File: src/rtl/hazard_ctrl.sv
// Load-use hazard detection and branch flush control for a five-stage pipeline.
// Stalls for LOAD_LAT cycles per load-use hazard and keeps a saturating stall counter.
module hazard_ctrl #(
    parameter int ADDR_W   = 5,
    parameter int LOAD_LAT = 1,
    parameter int CNT_W    = 16
) (
    input  logic              CLK,
    input  logic              RST_N,
    input  logic              MEMREAD_ID_EX,
    input  logic [ADDR_W-1:0] ARD_ID_EX,
    input  logic [ADDR_W-1:0] ARS1_IF_ID,
    input  logic [ADDR_W-1:0] ARS2_IF_ID,
    input  logic              USES_RS1_IF_ID,
    input  logic              USES_RS2_IF_ID,
    input  logic              BRANCH_TAKEN_EX,
    input  logic              CNT_CLR,
    output logic              STALL,
    output logic              MUX_SEL,
    output logic              FLUSH_IF_ID,
    output logic              FLUSH_ID_EX,
    output logic              BUSY,
    output logic [CNT_W-1:0]  STALL_CNT
);

    typedef enum logic {
        IDLE,
        LSTALL
    } state_t;

    // The first stall cycle is spent in IDLE, so LSTALL covers the remaining LOAD_LAT-1 cycles.
    localparam logic [3:0]       REM_INIT = (LOAD_LAT > 1) ? 4'(LOAD_LAT - 2) : 4'd0;
    localparam logic [CNT_W-1:0] CNT_MAX  = '1;

    state_t           state;
    logic [3:0]       rem;
    logic [CNT_W-1:0] stall_cnt_q;
    logic             haz;
    logic             in_lstall;
    logic             stall_raw;

    always_comb begin
        haz = MEMREAD_ID_EX && (ARD_ID_EX != '0) &&
              ((USES_RS1_IF_ID && (ARS1_IF_ID == ARD_ID_EX)) ||
               (USES_RS2_IF_ID && (ARS2_IF_ID == ARD_ID_EX)));
    end

    // A taken branch squashes the dependent instruction, so it always overrides a stall.
    always_comb begin
        in_lstall = (state == LSTALL);
        stall_raw = !BRANCH_TAKEN_EX && (in_lstall || haz);
    end

    always_comb begin
        STALL       = RST_N && stall_raw;
        MUX_SEL     = RST_N && stall_raw;
        FLUSH_IF_ID = RST_N && BRANCH_TAKEN_EX;
        FLUSH_ID_EX = RST_N && BRANCH_TAKEN_EX;
        BUSY        = RST_N && in_lstall;
        STALL_CNT   = stall_cnt_q;
    end

    always_ff @(posedge CLK or negedge RST_N) begin
        if (!RST_N) begin
            state <= IDLE;
            rem   <= 4'd0;
        end else if (BRANCH_TAKEN_EX) begin
            state <= IDLE;
            rem   <= 4'd0;
        end else begin
            case (state)
                IDLE: begin
                    if (haz && (LOAD_LAT > 1)) begin
                        state <= LSTALL;
                        rem   <= REM_INIT;
                    end
                end
                LSTALL: begin
                    if (rem == 4'd0) begin
                        state <= IDLE;
                    end else begin
                        rem <= rem - 4'd1;
                    end
                end
                default: begin
                    state <= IDLE;
                    rem   <= 4'd0;
                end
            endcase
        end
    end

    always_ff @(posedge CLK or negedge RST_N) begin
        if (!RST_N) begin
            stall_cnt_q <= '0;
        end else if (CNT_CLR) begin
            stall_cnt_q <= '0;
        end else if (stall_raw && (stall_cnt_q != CNT_MAX)) begin
            stall_cnt_q <= stall_cnt_q + 1'b1;
        end
    end

endmodule
File: config.mk
export PLATFORM = sky130hd
export DESIGN_NAME = hazard_ctrl
export DESIGN_NICKNAME = d
export VERILOG_FILES = /design/src/rtl/hazard_ctrl.sv
export SDC_FILE = /design/constraint.sdc
export NUM_CORES = 1
export LEC_CHECK = 0
export BUFFER_PORTS_ARGS = -buffer_cell sky130_fd_sc_hd__buf_2
export CAP_MARGIN = 20
export CORE_UTILIZATION = 35
export CTS_BUF_LIST = sky130_fd_sc_hd__clkbuf_8
export CTS_CLUSTER_SIZE = 10
export DETAILED_ROUTE_END_ITERATION = 10
export PLACE_DENSITY = 0.64
export RECOVER_POWER = 100
export SKIP_CTS_REPAIR_TIMING = 1
export SLEW_MARGIN = 10
export SYNTH_ARGS = -nofsm -noshare
export SYNTH_HDL_FRONTEND = slang
export SYNTH_SLANG_ARGS = --single-unit
File: constraint.sdc
create_clock -name CLK -period 2.5 [get_ports CLK]
set_clock_uncertainty 0.15 [all_clocks]
set_input_delay 0.5 -clock CLK [delete_from_list [all_inputs] [get_ports CLK]]
set_output_delay 0.5 -clock CLK [all_outputs]
set_load 0.05 [all_outputs]
==> impl_summary.log <==
[metrics] run status: finished, final reports clean
[metrics] Placeable Area: 0.00369 mm²
[metrics] Data arrival, critical path: 1.81 ns
[metrics] GRT met1 Usage: 0.209
[metrics] Yosys top cell by area: sky130_fd_sc_hd__dfrtp_1
[metrics] Inserted Clock Buffers: 3
[metrics] ratio of cells with drive above 1 in the final layout: 0.212
[metrics] endpoint required time on the critical path: 1.85 ns
[metrics] count of synthesis-stage warnings from yosys: 0
[metrics] normalized max-slew margin: 0.518
[metrics] leading cell type by number of instances after synthesis: sky130_fd_sc_hd__dfrtp_1
[metrics] GR Util met3: 0.0211
[metrics] total iterations of the first detailed-routing run: 4
[metrics] Num Clock Sinks: 21
[metrics] DRC violation count after routing: 0
[metrics] post-detail-place hpwl: 2.30 mm
[metrics] post-route fraction of the period consumed by the critical path: 0.984
[metrics] max capacitance violation total: 0
[metrics] crit path launch type: input port
[metrics] Power per Cell Area: 386 mW/mm²
[metrics] post-synthesis instance total: 150
[metrics] top flip-flop cell by instance count after synthesis: sky130_fd_sc_hd__dfrtp_1
[metrics] Global Route Usage Sum: 0.169
[metrics] sequential area share after synthesis: 0.385
[metrics] chip height: 64.5 µm
[metrics] highest clock rate: 406 MHz
[metrics] Tightest Pin Transition: 0.724 ns
[metrics] Post-Syn Area: 0.00137 mm²
[metrics] diode insertion count for antenna repair: 0
[metrics] largest cells by area after synthesis: sky130_fd_sc_hd__dfrtp_1, sky130_fd_sc_hd__xnor2_1, sky130_fd_sc_hd__or4_1
[metrics] wire length reported by the detailed router: 3.20 mm
[metrics] CP Max Fanout: 3
[metrics] total leakage power: 0.702 nW
[metrics] path category of the worst min-delay check: in2async
[metrics] number of antenna violations at the first check in global routing: 0
[metrics] Clk Latency, worst-skew pair: 0.26 ns
[metrics] 1st-iter DRT viols: 25
[metrics] Antenna Nets Post-Route: 0
[metrics] number of enable-type register cells in the synthesized netlist: 0
[metrics] unrepaired setup endpoints after global routing: yes
[metrics] final instance area: 0.00168 mm²
[metrics] register bit count reported by yosys: 21
[metrics] fraction of registers with async set or reset after synthesis: 1.00
[metrics] GRT busiest layer: met2
[metrics] io pins: 43
[metrics] post-DR vias/cell: 5.37
[metrics] H-tree levels: 1
[metrics] first-pass GRT wire length: 5.48 mm
[metrics] wire length per cell: 13.3 µm
[metrics] via count of the routed design: 1295
[metrics] post-layout min period: 2.46 ns
[metrics] Avg Synthesized Cell Area: 9.10 µm²
[metrics] cell at the root of the clock tree: sky130_fd_sc_hd__clkbuf_8
[metrics] full die area: 0.00415 mm²
[metrics] count of different cell masters after synthesis: 34
[metrics] net count after synthesis: 175
[metrics] row cnt: 22
[metrics] layout overhead on the synthesized area: 23.2%
[metrics] pin count of the biggest net entering global routing: 29
[metrics] number of buffers on the longest clock path: 2
[metrics] number of nets in the finished design: 219
[metrics] clk slew on worst S/H paths: 0.08 ns
[metrics] placer's final routability congestion estimate: 0.823
[metrics] post-layout utilization of the core: 0.456
[metrics] max-slew violations: 0
[metrics] cell types with the highest counts after synthesis: sky130_fd_sc_hd__dfrtp_1, sky130_fd_sc_hd__xnor2_1, sky130_fd_sc_hd__a21oi_1, sky130_fd_sc_hd__nor2_1
[metrics] overall die width: 64.5 µm
[metrics] Buffers on Ports: 42
[metrics] largest vdd supply drop: 0.230 mV
[metrics] residual overflow from global routing: 0
[metrics] cell area after placement: 0.00165 mm²
[metrics] Finish-stage setup viols: 0
[metrics] final number of hold-violating endpoints: 0
[metrics] CP endpoint kind: output port
[metrics] grt met2 use: 0.288
[metrics] top-area cell type share of the netlist area: 0.385
[metrics] Initial Util: 0.370
[metrics] Worst Path Class, Setup: in2out
[metrics] vias in the first global route: 1238
[metrics] TritonCTS clock tree: yes
## critical path, stage by stage
cell	delay, ns
sky130_fd_sc_hd__buf_2	0.12
sky130_fd_sc_hd__or4_1	0.52
sky130_fd_sc_hd__o21a_1	0.20
sky130_fd_sc_hd__a21oi_2	0.19
sky130_fd_sc_hd__nor3b_4	0.07
sky130_fd_sc_hd__buf_2	0.21
## worst paths after layout
| check | end | slack [ns] | cells after the start | start |
|---|---|---|---|---|
| worst min register to register | rem[3] | 0.40 | 2 | rem[3] |
| max in group asynchronous | rem[3] | 1.18 | 2 | RST_N |
| worst min-delay path | STALL_CNT[14] | 0.40 | 2 | RST_N |
| min in group CLK | rem[3] | 0.40 | 2 | rem[3] |
| worst max register to register | STALL_CNT[2] | 0.23 | 8 | STALL_CNT[1] |
| worst max-delay path | STALL | 0.04 | 6 | ARD_ID_EX[1] |
## cell families after synthesis
logic type	synth area share
adder cells (fa/ha/maj)	0.0275
flip-flops	0.385
AND/OR/NAND/NOR	0.270
AO/OA/AOI/OAI	0.137
buffers and inverters	0.0559
multiplexers	0.0412
XOR/XNOR	0.0834
## through the flow
step	hold slack, ns	TNS, ns	total power (W)	setup WS [ns]	instances
2_1_floorplan	0.0544	-0.157	0.000395	-0.157	150
6_report	0.396	0	0.000649	0.0395	241
3_5_place_dp	0.234	-0.174	0.000435	-0.0502	236
3_3_place_gp	0.231	-0.0334	0.000432	-0.0145	236
4_1_cts	-0.0496	0	0.000656	0.0165	240
5_1_grt	0.441	-0.0752	0.000681	-0.0383	241
## metal layers
layer / up-vias / wire length, µm
li1: 640 / -
met1: 612 / 1420
met2: 39 / 1580
met3: 4 / 135
met4: 0 / 65
met5: - / 0
## cell usage in the layout (no fill, tap or decap)
cell type,Yosys,layout
sky130_fd_sc_hd__o21ai_1,2,2
sky130_fd_sc_hd__o31ai_1,9,9
sky130_fd_sc_hd__nand4_1,7,7
sky130_fd_sc_hd__mux2_4,3,3
sky130_fd_sc_hd__clkbuf_1,4,21
sky130_fd_sc_hd__a21oi_2,1,1
sky130_fd_sc_hd__and3_1,5,5
sky130_fd_sc_hd__a211oi_1,1,1
sky130_fd_sc_hd__o41ai_1,1,1
sky130_fd_sc_hd__mux2_1,1,1
sky130_fd_sc_hd__clkbuf_8,0,3
sky130_fd_sc_hd__inv_1,4,5
sky130_fd_sc_hd__nor4_1,4,4
sky130_fd_sc_hd__and2_1,2,2
sky130_fd_sc_hd__or3b_2,1,1
sky130_fd_sc_hd__xnor2_2,0,3
sky130_fd_sc_hd__a21oi_1,12,12
sky130_fd_sc_hd__o21a_1,1,1
sky130_fd_sc_hd__nor2_1,12,12
sky130_fd_sc_hd__xnor2_1,13,10
sky130_fd_sc_hd__or3_1,1,1
sky130_fd_sc_hd__nand2b_2,0,1
sky130_fd_sc_hd__buf_4,4,5
sky130_fd_sc_hd__nand2_1,10,10
sky130_fd_sc_hd__buf_2,1,22
sky130_fd_sc_hd__nor4b_1,1,1
sky130_fd_sc_hd__ha_1,3,3
sky130_fd_sc_hd__nor2_2,1,1
sky130_fd_sc_hd__o21ba_1,1,1
sky130_fd_sc_hd__or4_1,10,10
sky130_fd_sc_hd__dfrtp_1,21,21
sky130_fd_sc_hd__nor2b_1,4,4
sky130_fd_sc_hd__dlygate4sd3_1,0,1
sky130_fd_sc_hd__o22ai_1,1,1
sky130_fd_sc_hd__nor3b_4,0,1
sky130_fd_sc_hd__nand3_1,6,6
## area by class of cell
class	instances	area, µm²
Clock buffer	3	41.3
Tap cell	48	60.1
Sequential cell	21	526
Timing Repair Buffer	49	236
Fill cell	382	2010
Inverter	4	15.0
Multi-Input combinational cell	115	800
Clock inverter	1	3.75
## power breakdown
part           leakage, nW  internal, W  total [W]  switching, W
logic                0.382    0.0000370  0.0000879     0.0000509
registers            0.294     0.000340   0.000340   0.000000102
clock network       0.0269     0.000110   0.000222      0.000112
## sequential cells by signal, summed over array words and instances (netlist names)
| signal | flops |
|---|---|
| in_lstall | 1 |
| rem | 4 |
| STALL_CNT | 16 |
Power figures use the tool's default switching activity.
